<file path="config.mk">
export PLATFORM = sky130hd
export DESIGN_NAME = pipeline_hazard_ctrl_flat
export DESIGN_NICKNAME = d
export VERILOG_FILES = /design/src/rtl/pipeline_hazard_ctrl_if.sv /design/src/rtl/pipeline_hazard_ctrl.sv /design/src/flat_wrapper.sv
export SDC_FILE = /design/constraint.sdc
export NUM_CORES = 1
export LEC_CHECK = 0
export CAP_MARGIN = 20
export CORE_AREA = 5 5 89 91
export DETAILED_ROUTE_END_ITERATION = 10
export DIE_AREA = 0 0 94 96
export DONT_BUFFER_PORTS = 1
export GPL_ROUTABILITY_DRIVEN = 1
export GPL_TIMING_DRIVEN = 1
export PLACE_DENSITY_LB_ADDON = 0.12
export RECOVER_POWER = 50
export SETUP_SLACK_MARGIN = 0.3
export SKIP_LAST_GASP = 1
export SLEW_MARGIN = 20
export SYNTH_ARGS = -nofsm -noshare
export SYNTH_HDL_FRONTEND = slang
export SYNTH_SLANG_ARGS = --single-unit
</file>
<file path="constraint.sdc">
create_clock -name clk -period 2.28 [get_ports clk]
set_clock_uncertainty 0.05 [all_clocks]
set_input_delay 0.456 -clock clk [delete_from_list [all_inputs] [get_ports clk]]
set_output_delay 0.456 -clock clk [all_outputs]
set_load 0.01 [all_outputs]
</file>
<file path="src/rtl/pipeline_hazard_ctrl_if.sv">
`default_nettype none
// ---------------------------------------------------------------------------
// pipeline_hazard_ctrl_if : hazard-request inputs and stall/flush outputs
// Rev 1.0
// ---------------------------------------------------------------------------
interface pipeline_hazard_ctrl_if #(
  parameter int REG_W = 5,
  parameter int CNT_W = 32
);
  logic             dcache_miss;
  logic             dcache_ready;
  logic             icache_busy;
  logic             ex_branch_taken;
  logic             ex_is_load;
  logic [REG_W-1:0] ex_rd;
  logic [REG_W-1:0] id_rj;
  logic [REG_W-1:0] id_rk;
  logic             pc_stall;
  logic             if_id_stall;
  logic             if_id_flush;
  logic             id_ex_stall;
  logic             id_ex_flush;
  logic             ex_mem_stall;
  logic             mem_wb_flush;
  logic             redirect_pending;
  logic [CNT_W-1:0] stall_cycles;
  logic [CNT_W-1:0] bubble_count;

  modport master (
    output dcache_miss, dcache_ready, icache_busy, ex_branch_taken,
           ex_is_load, ex_rd, id_rj, id_rk,
    input  pc_stall, if_id_stall, if_id_flush, id_ex_stall, id_ex_flush,
           ex_mem_stall, mem_wb_flush, redirect_pending, stall_cycles,
           bubble_count
  );

  modport slave (
    input  dcache_miss, dcache_ready, icache_busy, ex_branch_taken,
           ex_is_load, ex_rd, id_rj, id_rk,
    output pc_stall, if_id_stall, if_id_flush, id_ex_stall, id_ex_flush,
           ex_mem_stall, mem_wb_flush, redirect_pending, stall_cycles,
           bubble_count
  );
endinterface
`default_nettype wire

</file>
<file path="src/rtl/pipeline_hazard_ctrl.sv">
`default_nettype none
// ---------------------------------------------------------------------------
// pipeline_hazard_ctrl : stall/flush sequencer with saturating perf counters
// Rev 1.0
// ---------------------------------------------------------------------------
module pipeline_hazard_ctrl #(
  parameter int REG_W = 5,
  parameter int CNT_W = 32
) (
  input  wire logic               clk,
  input  wire logic               rst,
  pipeline_hazard_ctrl_if.slave   bus
);
  typedef enum logic [0:0] {
    S_RUN   = 1'b0,
    S_DWAIT = 1'b1
  } state_t;

  state_t           r_state;
  state_t           w_state_nxt;
  logic             r_pend;
  logic             w_pend_nxt;
  logic [CNT_W-1:0] r_stall_cnt;
  logic [CNT_W-1:0] r_bubble_cnt;

  logic w_dstall;
  logic w_load_use;
  logic w_lu_fire;
  logic w_pc_stall;
  logic w_if_id_stall;
  logic w_if_id_flush;
  logic w_id_ex_stall;
  logic w_id_ex_flush;
  logic w_ex_mem_stall;
  logic w_mem_wb_flush;

  always_ff @(posedge clk or posedge rst) begin
    if (rst) begin
      r_state      <= S_RUN;
      r_pend       <= 1'b0;
      r_stall_cnt  <= '0;
      r_bubble_cnt <= '0;
    end else begin
      r_state <= w_state_nxt;
      r_pend  <= w_pend_nxt;
      if (w_pc_stall && (r_stall_cnt != {CNT_W{1'b1}}))
        r_stall_cnt <= r_stall_cnt + CNT_W'(1);
      if (w_lu_fire && (r_bubble_cnt != {CNT_W{1'b1}}))
        r_bubble_cnt <= r_bubble_cnt + CNT_W'(1);
    end
  end

  // A fresh miss alongside a refill completion keeps us waiting.
  always_comb begin
    w_state_nxt = r_state;
    case (r_state)
      S_RUN:   if (bus.dcache_miss) w_state_nxt = S_DWAIT;
      S_DWAIT: if (bus.dcache_ready && !bus.dcache_miss) w_state_nxt = S_RUN;
      default: w_state_nxt = S_RUN;
    endcase
  end

  assign w_dstall   = bus.dcache_miss | ((r_state == S_DWAIT) & ~bus.dcache_ready);
  assign w_load_use = bus.ex_is_load & (bus.ex_rd != '0) &
                      ((bus.ex_rd == bus.id_rj) | (bus.ex_rd == bus.id_rk));

  always_comb begin
    w_pc_stall     = 1'b0;
    w_if_id_stall  = 1'b0;
    w_if_id_flush  = 1'b0;
    w_id_ex_stall  = 1'b0;
    w_id_ex_flush  = 1'b0;
    w_ex_mem_stall = 1'b0;
    w_mem_wb_flush = 1'b0;
    w_lu_fire      = 1'b0;
    w_pend_nxt     = r_pend;
    if (w_dstall) begin
      w_pc_stall     = 1'b1;
      w_if_id_stall  = 1'b1;
      w_id_ex_stall  = 1'b1;
      w_ex_mem_stall = 1'b1;
      w_mem_wb_flush = 1'b1;
    end else if (bus.ex_branch_taken) begin
      // An in-flight fetch at redirect time is wrong-path; remember to drop it.
      w_if_id_flush = 1'b1;
      w_id_ex_flush = 1'b1;
      w_pend_nxt    = bus.icache_busy;
    end else if (bus.icache_busy) begin
      w_pc_stall    = 1'b1;
      w_if_id_stall = 1'b1;
      w_id_ex_flush = 1'b1;
      w_lu_fire     = w_load_use;
    end else if (r_pend) begin
      w_if_id_flush = 1'b1;
      w_pend_nxt    = 1'b0;
    end else if (w_load_use) begin
      w_pc_stall    = 1'b1;
      w_if_id_stall = 1'b1;
      w_id_ex_flush = 1'b1;
      w_lu_fire     = 1'b1;
    end
  end

  assign bus.pc_stall         = w_pc_stall;
  assign bus.if_id_stall      = w_if_id_stall;
  assign bus.if_id_flush      = w_if_id_flush;
  assign bus.id_ex_stall      = w_id_ex_stall;
  assign bus.id_ex_flush      = w_id_ex_flush;
  assign bus.ex_mem_stall     = w_ex_mem_stall;
  assign bus.mem_wb_flush     = w_mem_wb_flush;
  assign bus.redirect_pending = r_pend;
  assign bus.stall_cycles     = r_stall_cnt;
  assign bus.bubble_count     = r_bubble_cnt;
endmodule
`default_nettype wire
</file>
<file path="src/flat_wrapper.sv">
// flat-port wrapper written by rule: the top's interface ports become plain ports
module pipeline_hazard_ctrl_flat 
#(
  parameter int REG_W = 5,
  parameter int CNT_W = 32
)
  (clk, rst, bus_dcache_miss, bus_dcache_ready, bus_icache_busy, bus_ex_branch_taken, bus_ex_is_load, bus_ex_rd, bus_id_rj, bus_id_rk, bus_pc_stall, bus_if_id_stall, bus_if_id_flush, bus_id_ex_stall, bus_id_ex_flush, bus_ex_mem_stall, bus_mem_wb_flush, bus_redirect_pending, bus_stall_cycles, bus_bubble_count);
  pipeline_hazard_ctrl_if #(.REG_W(REG_W), .CNT_W(CNT_W)) bus_i ();
  input  wire logic clk;
  input  wire logic rst;
  input wire logic [$bits(bus_i.dcache_miss)-1:0] bus_dcache_miss;
  input wire logic [$bits(bus_i.dcache_ready)-1:0] bus_dcache_ready;
  input wire logic [$bits(bus_i.icache_busy)-1:0] bus_icache_busy;
  input wire logic [$bits(bus_i.ex_branch_taken)-1:0] bus_ex_branch_taken;
  input wire logic [$bits(bus_i.ex_is_load)-1:0] bus_ex_is_load;
  input wire logic [$bits(bus_i.ex_rd)-1:0] bus_ex_rd;
  input wire logic [$bits(bus_i.id_rj)-1:0] bus_id_rj;
  input wire logic [$bits(bus_i.id_rk)-1:0] bus_id_rk;
  output wire logic [$bits(bus_i.pc_stall)-1:0] bus_pc_stall;
  output wire logic [$bits(bus_i.if_id_stall)-1:0] bus_if_id_stall;
  output wire logic [$bits(bus_i.if_id_flush)-1:0] bus_if_id_flush;
  output wire logic [$bits(bus_i.id_ex_stall)-1:0] bus_id_ex_stall;
  output wire logic [$bits(bus_i.id_ex_flush)-1:0] bus_id_ex_flush;
  output wire logic [$bits(bus_i.ex_mem_stall)-1:0] bus_ex_mem_stall;
  output wire logic [$bits(bus_i.mem_wb_flush)-1:0] bus_mem_wb_flush;
  output wire logic [$bits(bus_i.redirect_pending)-1:0] bus_redirect_pending;
  output wire logic [$bits(bus_i.stall_cycles)-1:0] bus_stall_cycles;
  output wire logic [$bits(bus_i.bubble_count)-1:0] bus_bubble_count;
  assign bus_i.dcache_miss = bus_dcache_miss;
  assign bus_i.dcache_ready = bus_dcache_ready;
  assign bus_i.icache_busy = bus_icache_busy;
  assign bus_i.ex_branch_taken = bus_ex_branch_taken;
  assign bus_i.ex_is_load = bus_ex_is_load;
  assign bus_i.ex_rd = bus_ex_rd;
  assign bus_i.id_rj = bus_id_rj;
  assign bus_i.id_rk = bus_id_rk;
  assign bus_pc_stall = bus_i.pc_stall;
  assign bus_if_id_stall = bus_i.if_id_stall;
  assign bus_if_id_flush = bus_i.if_id_flush;
  assign bus_id_ex_stall = bus_i.id_ex_stall;
  assign bus_id_ex_flush = bus_i.id_ex_flush;
  assign bus_ex_mem_stall = bus_i.ex_mem_stall;
  assign bus_mem_wb_flush = bus_i.mem_wb_flush;
  assign bus_redirect_pending = bus_i.redirect_pending;
  assign bus_stall_cycles = bus_i.stall_cycles;
  assign bus_bubble_count = bus_i.bubble_count;
  pipeline_hazard_ctrl #(.REG_W(REG_W), .CNT_W(CNT_W)) u_core (.clk(clk), .rst(rst), .bus(bus_i));
endmodule
</file>
**Yosys cells after proc, flatten, opt, wreduce, memory -nomap -nowiden**

Index checks and enable logic that the tools add are counted.

- Bits in registers: 66
- Latch bits: 0
- Memory bits (writable): 0
- ROM bits: 0
- Bits of input ports: 22
- Output and inout bits: 72
- Logic and storage cells: 45
- Memories: 0

- Add/subtract/negate cells: 2
- $mul: 0
- Div/mod/pow operators: 0
- $lt $le $gt $ge: 0
- Eq/ne operators: 5
- Shift operators: 0
- Mux-type cells: 20
- Bitwise gates (word level): 8
- Reductions and logical operators: 6

Operator list:

| kind | count |
|---|---|
| 32-bit by 1-bit adder with 32-bit output, second input constant | 2 |
| 32-bit inequality test, second input constant | 2 |
| 1-bit 2-to-1 mux | 19 |
| 5-bit == test | 2 |
| 5-bit nonzero test | 1 |
| 1-bit AND | 3 |
| 1-bit logical AND | 3 |
| 1-bit NOT | 3 |
| 2-bit by 1-bit inequality test with 1-bit output, second input constant | 1 |
| 1-bit OR | 2 |
| 1-bit one-hot mux with 2 select lines | 1 |
| 2-bit AND reduction | 1 |
| 1-bit logical NOT | 1 |

**Longest topological paths before layout**

Gate-level depths: netlist of the first run.

- Depth after elaboration: 9
- Mapped depth: 8
- Depth with buffers taken out: 7

**Least setup slack after synthesis of the first run**

Ideal clock, no wire load.

- Kind: input to output
- Start point: input port bus_ex_rd[0]
- End point: output port bus_pc_stall
- Arrival: 1,867 ps
- Data required time: 1,774 ps
- Setup slack: -93 ps
- Cell stages on the path: 6
- Path buffers: 1
- Cells stage by stage: or4_1 > nor2_1 > o221ai_1 > o21ai_0 > inv_1 > buf_4

- Longest elaborated chain between the ends: 8
- Elaborated cells on any way between the ends: 11
- Classes of those cells: eq/ne: 2; mux: 5; bitwise: 3; reduce/logical: 1

RTL lines:

| item | line | text |
|---|---|---|
| start: declaration | flat_wrapper.sv:16 | `input wire logic [$bits(bus_i.ex_rd)-1:0] bus_ex_rd;` |
| 5-bit == test / 5-bit nonzero test (equally long branches) | pipeline_hazard_ctrl.sv:65, pipeline_hazard_ctrl.sv:64 |  |
| 1-bit OR / 1-bit AND (equally long branches) | pipeline_hazard_ctrl.sv:65, pipeline_hazard_ctrl.sv:64 |  |
| 1-bit AND (*) | pipeline_hazard_ctrl.sv:64 | `assign w_load_use = bus.ex_is_load & (bus.ex_rd != '0) &` |
| 1-bit 2-to-1 mux (*) (5 in a row) | n/a |  |
| end: declaration | flat_wrapper.sv:19 | `output wire logic [$bits(bus_i.pc_stall)-1:0] bus_pc_stall;` |

Mark *: on every way between the ends. The rest lies on a longest branch, timed or not.

**Worst setup path after layout of the first run**

- Start point: register u_core.r_stall_cnt[18] (netlist: u_core.bus.stall_cycles[18])
- End point: register u_core.r_stall_cnt[1] (netlist: u_core.bus.stall_cycles[1])

- Longest elaborated chain between the ends: 2

RTL lines:

| item | line | text |
|---|---|---|
| start: declaration | pipeline_hazard_ctrl.sv:23 | `logic [CNT_W-1:0] r_stall_cnt;` |
| start signal: assignment | pipeline_hazard_ctrl.sv:47 | `r_stall_cnt <= r_stall_cnt + CNT_W'(1);` |
| 32-bit inequality test | pipeline_hazard_ctrl.sv:46 | `if (w_pc_stall && (r_stall_cnt != {CNT_W{1'b1}}))` |
| 1-bit logical AND | pipeline_hazard_ctrl.sv:46 |  |

No other way between the ends.
A chain may end at the register's enable or synchronous reset.

==> results of run 1 <==
-- power by group through the flow --
stage                     sequential, µW  combinational, µW  clock (µW)
after global routing                1310                631         916
after floorplan                     1390                253           0
after global placement              1310                507           0
after detailed placement            1320                520           0
after CTS                           1300                558         882
final                               1290                573         852
-- worst max-delay path: cells and delay by family (launching register included) --
kind	cells	cell delay (ns)
AND/OR/NAND/NOR	3	1.10
flip-flops	1	0.37
AO/OA/AOI/OAI	1	0.16
buffers and inverters	1	0.16
multiplexers	1	0.29
-- cell families (layout without fill, tap and decap cells) --
kind of cell | Yosys count | in the layout | synth area share, %
buffers and inverters | 25 | 121 | 3.52
muxes | 3 | 3 | 0.945
and+or+nand+nor | 168 | 168 | 25.4
xor gates and xnor gates | 69 | 69 | 17.6
adders and majority gates | 2 | 2 | 0.727
DFF | 66 | 66 | 48.0
AOI/OAI and AO/OA | 17 | 17 | 3.85
-- what timing repair did --
| action | CTS | global route |
|---|---|---|
| endpoints found under the setup margin | 56 | 64 |
| buffers inserted | 15 | 3 |
| resized for setup | 30 | 45 |
| pin swaps | 11 | 20 |
| cloned | 0 | 2 |
-- cells in the mapped netlist, types with 2 or more instances --
cell and count:
clkbuf_1 5, nand2_1 32, ha_1 2, nand4_1 18
or3_1 5, nor2_1 25, o21ai_0 2, and3_1 6
or4_1 6, nor2b_1 2, buf_4 3, nor3_1 18
xor2_1 28, nor4_1 10, nand3_1 34, a31oi_1 2
dfrtp_1 66, buf_6 2, inv_1 14, xnor2_1 41
a2111oi_0 3, and4_1 5
-- layout make-up --
class                           count  area, µm²
Fill cell                         574       2270
Clock inverter                      3       15.0
Multi-Input combinational cell    259       2090
Clock buffer                       13        149
Sequential cell                    66       1660
Timing Repair Buffer               91        692
Tap cell                           99        124
Inverter                           14       56.3
-- sequential cells by signal (all words and copies together), names as in the netlist --
name,cells
u_core.r_state,1
u_core.bus.stall_cycles,32
u_core.bus.redirect_pending,1
u_core.bus.bubble_count,32
-- path summary, 6_finish.rpt --
path,startpoint,end,cells past startpoint
worst min register to register,u_core.bus.bubble_count[7],u_core.bus.bubble_count[7],1
min in group asynchronous,rst,u_core.bus.bubble_count[0],2
worst min-delay path,bus_ex_branch_taken,u_core.bus.redirect_pending,2
worst max-delay path,u_core.bus.stall_cycles[18],u_core.bus.stall_cycles[1],6
worst max register to register,u_core.bus.stall_cycles[18],u_core.bus.stall_cycles[1],6
max in group asynchronous,rst,u_core.bus.stall_cycles[7],2
-- metal layers --
layer / routed length, µm / vias to the layer above / part of all wire, % / global-route usage [%]
met5: 0 / - / 0 / 0
met2: 4740 / 77 / 52 / 34.8
li1: - / 1418 / - / -
met3: 560 / 15 / 6.2 / 5.63
met4: 152 / 0 / 1.7 / 9.39
met1: 3640 / 1458 / 40 / 24.0
-- per-stage QoR --
step | cell area (µm²) | util, % | TNS, ns | instances | power (µW)
5_1_grt | 4780 | 67.8 | -0.0298 | 545 | 2850
3_3_place_gp | 4200 | 59.4 | 0 | 509 | 1820
2_1_floorplan | 3590 | - | -0.0234 | 350 | 1640
6_report | 4780 | 67.8 | 0 | 545 | 2720
4_1_cts | 4600 | 65.1 | 0 | 540 | 2740
3_5_place_dp | 4200 | 59.4 | 0 | 509 | 1840
==> reports/results.txt, run 1 <==
Routability Congestion: 0.779
Post-Syn Area per Cell: 9.84 µm²
GR Util All Layers: 20.4%
worst vdd ir: 380 µV
final setup violation count: 0
Post-synth EDFFs: 0
Die Height: 96 µm
Max clock buf depth: 2
Post-Route WL: 9.09 mm
status: complete, but fails checks
combinational share of power: 21.1%
Die Wd: 94 µm
core box area: 7060 µm²
pwr/cell area: 568 nW/µm²
flop2flop setup slack: 0.04 ns
Max Transition Viols Final: 67
area delta synth->final: 39.0%
ys flop type: dfrtp_1
Routed Antenna Nets: 0
I/O Buffers: 0
drt via density: 5.45
First-pass DRT Iterations: 4
final net count: 465
Pint: 1930 µW
max cap viols: 1
CTS root buf: clkbuf_8
Crit Path Category: flip-flop to flip-flop
DRT iter0 DRCs: 51
WP data required: 2.45 ns
via count: 2968
CP Cell Sequence: nand4_1 > or4_4 > or4_4 > o211ai_4 > buf_12 > mux2_4
CTS Sinks: 66
GR Overflow Total: 0
RSZ-0062 raised after global routing: true
Period Utilization, post-route: 98.4%
Ant. Diodes: 0
CP Capture Type: flip-flop
commonest non-fill, non-tap cell in the layout: buf_4
Seq/Total Area, Yosys: 48.0%
clock share of power: 31.3%
post-synth cell types: 43
first-pass GRT wire length: 14.3 mm
largest net degree at the start of global routing: 67
Syn Nets: 374
Synth Register Bits: 66
violated checks: capacitance limit, slew limit
Worst-path clk slew: 0.07 ns
Hold WC Path Type: primary input to flip-flop
share of layout cells above drive strength 1: 36.3%
number of synthesis warnings: 0
NetSw: 788 µW
Tmin final: 2.24 ns
leakage power: 0.00207 µW
Max Clock Freq: 446 MHz
pre-CTS setup slack: 0.0120 ns
slew of the pin with the lowest slew margin: 1.63 ns
WHS: 0.218 ns
CTS HTree Levels: 3
final hold violations: 0
asr flop ratio synth: 100%
startpoint types: flip-flop
setup ws final: 0.0369 ns
slowest CP cell: or4_4
Synth Cell Area: 3440 µm²
Post-route DRC: 0
Slew HR: -8.77%
Worst-Skew Late Latency: 0.33 ns
CP arrival: 2.42 ns
initial core utilization: 48.8%
Sw Ratio: 29.0%
die area: 9020 µm²
most used cell, CP: or4_4
CTS tree: yes
Yosys top cell area share: 48.0%
Flop pwr share: 47.6%
routed wire length per instance: 16.7 µm
Detail Placement HPWL: 6.50 mm
Max stage delay on crit path: 0.55 ns
Synth area leaders: dfrtp_1 (48%), xnor2_1 (10%), xor2_1 (7.1%)
Syn Inst Count: 350
# hold bufs at CTS: 0
initial antenna violation count: 0
worst-path maximum fanout: 7
# IOs: 94
Num CTS Buffers: 9
Rows: 31
most frequent cells in the layout: buf_4 (65), dfrtp_1 (62), xnor2_1 (40), nand3_1 (29), xor2_1 (28)
post-synth top area cell: dfrtp_1
vias in the first global route: 2995
(Power assumes the default switching activity.)
==> run 2: changes to the inputs <==
- CORE_AREA: 5 5 89 91 -> 5 5 84 86
- DIE_AREA: 0 0 94 96 -> 0 0 89 91
==> reports/results.txt, run 2 (synthesis gave the netlist of run 1 again) <==
violated checks: capacitance limit, slew limit
Detail Placement HPWL: 6.46 mm
area delta synth->final: 41.9%
initial antenna violation count: 0
worst-path maximum fanout: 7
CTS HTree Levels: 3
post-route cell area: 4880 µm²
Max stage delay on crit path: 0.54 ns
Post-route DRC: 0
startpoint types: flip-flop
Crit Path Category: flip-flop to flip-flop
Max Clock Freq: 444 MHz
Slew HR: -6.81%
via count: 3016
Period Utilization, post-route: 98.9%
final hold violations: 0
GR Util All Layers: 23.4%
largest net degree at the start of global routing: 67
Ant. Diodes: 0
multi-input logic area: 2150 µm²
vias in the first global route: 3015
status: complete, but fails checks
Hold WC Path Type: primary input to flip-flop
I/O Buffers: 0
Flop pwr share: 45.4%
CTS root buf: clkbuf_8
final setup violation count: 0
slowest CP cell: or4_4
DP Area: 4160 µm²
WP data required: 2.45 ns
# IOs: 94
Worst setup startpoint: u_core.bus.stall_cycles[10]
routed wire length per instance: 18.2 µm
worst vdd ir: 696 µV
slew of the pin with the lowest slew margin: 1.60 ns
Worst Hold Launch: bus_ex_branch_taken
RSZ-0062 raised after global routing: true
Post-Route WL: 9.55 mm
max cap viols: 1
GR Overflow Total: 0
pwr/cell area: 586 nW/µm²
final net count: 466
combinational share of power: 20.2%
Routed Antenna Nets: 0
WHS: 0.196 ns
Die Wd: 89 µm
initial core utilization: 55.5%
commonest non-fill, non-tap cell in the layout: buf_4
Sw Ratio: 29.7%
CP Capture Type: flip-flop
CP Buf/Inv Count: 2
drt via density: 5.76
Reg-to-Reg Start: u_core.bus.stall_cycles[10]
DRT iter0 DRCs: 87
Max Transition Viols Final: 67
delay-heaviest family, CP: simple AND/OR/NAND/NOR gates
Pint: 2010 µW
Worst-Skew Late Latency: 0.36 ns
Routability Congestion: 0.840
die area: 8100 µm²
CTS Sinks: 66
Rows: 29
share of layout cells above drive strength 1: 38.5%
Num CTS Buffers: 9
core box area: 6200 µm²
CTS tree: yes
first-pass GRT wire length: 14.9 mm
Max clock buf depth: 2
First-pass DRT Iterations: 6
leakage power: 0.00208 µW
CP arrival: 2.42 ns
NetSw: 850 µW
CP Cell Sequence: nand4_2 > or4_4 > or4_4 > o211ai_4 > buf_12 > buf_12 > nor4_1 > xor2_1
Tmin final: 2.25 ns
clock share of power: 34.4%
utilization after layout: 78.7%
Seq. cell area: 1660 µm²
Filler cells: 403
Die Height: 91 µm
most frequent cells in the layout: buf_4 (67), dfrtp_1 (62), xnor2_1 (38), nand3_1 (29)
Worst-path clk slew: 0.07 ns
## run 2: per-layer routing
layer / part of all wire [%] / GRT usage [%] / vias to the layer above
li1: - / - / 1420
met1: 40 / 29.1 / 1500
met2: 52 / 38.1 / 80
met3: 5.7 / 5.88 / 16
met4: 2.0 / 10.2 / 0
met5: 0 / 0 / -
## run 2: worst reg2reg max path, stage by stage (launching register included)
cell and delay [ns]:
dfrtp_1 0.37, nand4_2 0.11, or4_4 0.54, or4_4 0.44, o211ai_4 0.14, buf_12 0.16, buf_12 0.11, nor4_1 0.06
xor2_1 0.14
## run 2: path summary, 6_finish.rpt
| path | cells after the start | slack (ns) | to |
|---|---|---|---|
| worst max-delay path | 8 | 0.03 | u_core.bus.stall_cycles[16] |
| worst min-delay path | 2 | 0.20 | u_core.bus.redirect_pending |
| worst max register to register | 8 | 0.03 | u_core.bus.stall_cycles[16] |
| worst min register to register | 1 | 0.51 | u_core.bus.bubble_count[12] |
| max in group asynchronous | 2 | 0.60 | u_core.bus.stall_cycles[7] |
| min in group asynchronous | 2 | 0.51 | u_core.bus.stall_cycles[29] |
## run 2: through the flow
step / total power, µW / cells / setup WS, ns / setup TNS [ns]
finish: 2860 / 524 / 0.0261 / 0
global route: 2980 / 524 / -0.0287 / -0.123
CTS: 2880 / 514 / 0.0368 / 0
detailed placement: 1830 / 484 / 0.00686 / 0
global placement: 1820 / 484 / 0.0682 / 0
floorplan: 1640 / 350 / -0.0234 / -0.0234
## run 2: timing repair
action	in CTS	in global routing
gates cloned	1	0
hold buffers	0	0
setup endpoints to repair	55	64
setup buffers	13	10
pin swaps	17	24
resized for setup	49	37
## run 2: layout make-up
type                       count  area share [%]
clock buffer                  11            2.69
clock inverter                 5            1.15
inverter                      14            1.15
multi-input combinational    259            44.1
sequential                    66            33.9
tap                           77            1.97
timing repair buffer          92            15.1
## run 2: power groups by stage
stage | registers, µW | logic, µW | clock network [µW]
2_1_floorplan | 1390 | 253 | 0
3_5_place_dp | 1320 | 516 | 0
3_3_place_gp | 1310 | 503 | 0
4_1_cts | 1300 | 593 | 988
5_1_grt | 1310 | 629 | 1040
6_report | 1300 | 579 | 983
==> patch: new RTL, flow settings as in run 2 <==
`CNT_W` is set to 32 in 3 places; all go to 16.
--- a/src/rtl/pipeline_hazard_ctrl_if.sv
+++ b/src/rtl/pipeline_hazard_ctrl_if.sv
@@ -6,5 +6,5 @@
 interface pipeline_hazard_ctrl_if #(
   parameter int REG_W = 5,
-  parameter int CNT_W = 32
+  parameter int CNT_W = 16
 );
   logic             dcache_miss;
--- a/src/rtl/pipeline_hazard_ctrl.sv
+++ b/src/rtl/pipeline_hazard_ctrl.sv
@@ -6,5 +6,5 @@
 module pipeline_hazard_ctrl #(
   parameter int REG_W = 5,
-  parameter int CNT_W = 32
+  parameter int CNT_W = 16
 ) (
   input  wire logic               clk,
--- a/src/flat_wrapper.sv
+++ b/src/flat_wrapper.sv
@@ -3,5 +3,5 @@
 #(
   parameter int REG_W = 5,
-  parameter int CNT_W = 32
+  parameter int CNT_W = 16
 )
   (clk, rst, bus_dcache_miss, bus_dcache_ready, bus_icache_busy, bus_ex_branch_taken, bus_ex_is_load, bus_ex_rd, bus_id_rj, bus_id_rk, bus_pc_stall, bus_if_id_stall, bus_if_id_flush, bus_id_ex_stall, bus_id_ex_flush, bus_ex_mem_stall, bus_mem_wb_flush, bus_redirect_pending, bus_stall_cycles, bus_bubble_count);
Interface: changed (resized bus_bubble_count and bus_stall_cycles); port bits go from 94 to 62. The function was not compared with the original's and may differ.
==> patch against run 2 <==
Total power down 35%. Synthesized area fell by 45%. Wire length is 51% lower. Cell area decreased by 51%. Setup slack improved by 76 ps. First-iteration DRC count shrank 40%. Highest routed layer unchanged. Global-route usage is 11 points lower. Die area did not move. Critical endpoint is now bus_if_id_stall. Sequential cell count is 32 lower.
==> patch: results (changes against run 2) <==
[grt]
grt_max_degree = 19  ; -72%
grt_use_total_pct = 12.19  ; -11 points
grtUsageMet2_pct = 18.63  ; -19 points
grtUsageMet3_pct = 4.615  ; -1.3 points
grt_pass1_wl_um = 7803  ; -48%
use_met1_pct = 15.72  ; -13 points

[detailed_routing]
dr.pass1.iters = 4  ; -2
wl_met2_um = 2193  ; -56%
wl_per_cell_um = 16.23  ; -11%
viasPerCell = 4.969  ; -14%
met1Wirelength_um = 2039  ; -46%
route.met3.wl_um = 391  ; -29%
vias = 1431  ; -53%
drt_iter0_drc = 52  ; -40%

[yosys]
synth-xor-area-share_pct = 17.88  ; +0.33 points
synth_area_leaders = dfrtp_1 45%, xor2_1 11%, xnor2_1 6.9%
syn_inst = 183  ; -48%
synth.yosys.warnings = 0  ; unchanged
synth_commonest_cells = 34 x dfrtp_1, 24 x xor2_1, 16 x nand3_1, 15 x xnor2_1, 12 x nand2_1
synthAdderAreaFrac_pct = 1.310  ; +0.58 points
synth_compound_area_share_pct = 5.894  ; +2.0 points
yosysUniqueCellTypes = 34  ; -21%
syn-num-nets = 207  ; -45%
muxShareOfSynthArea_pct = 2.161  ; +1.2 points
synth_seq_area_share_pct = 44.53  ; -3.4 points

[final_layout]
nNetsFinal = 234  ; -50%
drive_gt1_share_pct = 32.23  ; -6.3 points

[power_and_ir_drop]
worst_ir_drop_vdd_v = 0.0003418  ; -51%
p_leak_nw = 1.028  ; -51%
switching_share_pct = 35.97  ; +6.3 points
power_frac_comb_pct = 24.0  ; +3.8 points
pg_seq_mw = 0.960  ; -26%

[setup_path]
critPathArrivalTime_ps = 1670  ; -750 ps
worst-path-max-fanout = 3  ; -4

[status]
status = completed

[placement]
dp.cells = 273  ; -44%
hpwl_um = 3552  ; -45%
place_congestion = 0.7488  ; -11%

[min_path]
worstHoldPathType = input port to async pin

[sta]
tightestPinTransition_ps = 1030  ; -572.2 ps

[clocking]
h-tree-depth = 2  ; -1
cts_buffers = 5  ; -4
worstSkewPairLatency_ps = 280  ; -80 ps

patch: cell types whose count changed after synthesis, sizes merged, moves of 4 or more:
cell	delta
xor2	-4
nand3	-18
and3	-5
or3	-5
xnor2	-26
clkbuf	-4
or4	-5
inv	-4
dfrtp	-32
and4	-4
nor2	-13
nand2	-19
nand4	-12
patch: timing repair:
| item | in CTS | in global routing |
|---|---|---|
| gates resized for setup | 4 | 22 |
| setup buffers | 3 | 4 |
| cloned | 0 | 0 |
| setup endpoints to repair | 12 | 34 |
| pin swaps | 4 | 1 |
patch: final timing paths:
path / start / to / slack, ps / depth (start not counted)
setup / recovery: bus_ex_rd[4] / bus_if_id_stall / 100 / 6
hold / removal: rst / u_core.bus.stall_cycles[8]$_DFFE_PP0P_ / 100 / 1
setup reg to reg: u_core.bus.redirect_pending$_DFFE_PP0P_ / u_core.bus.stall_cycles[10]$_DFFE_PP0P_ / 220 / 9
hold reg to reg: u_core.bus.stall_cycles[11]$_DFFE_PP0P_ / u_core.bus.stall_cycles[11]$_DFFE_PP0P_ / 510 / 1
max in group asynchronous: rst / u_core.bus.bubble_count[3]$_DFFE_PP0P_ / 710 / 2
min in group clk: bus_icache_busy / u_core.bus.redirect_pending$_DFFE_PP0P_ / 270 / 2
patch: stage by stage:
step	power, mW	utilization (%)	instance area (sq um)	setup slack (ps)
after global placement	1.383	34.97	2170	38.38
after CTS	1.878	37.10	2302	91.64
after detailed placement	1.401	34.97	2170	30.31
after floorplan	1.242	-	1946	-219.5
final	1.868	38.31	2377	102.4
after global routing	2.001	38.31	2377	60.25
patch: area by class of cell:
class | count | area (sq um)
sequential | 34 | 850.8
timing repair buffer | 25 | 231.5
tap | 77 | 96.34
fill | 618 | 3827
multi-input combinational | 134 | 1065
clock buffer | 7 | 86.33
clock inverter | 1 | 5.005
inverter | 10 | 42.54
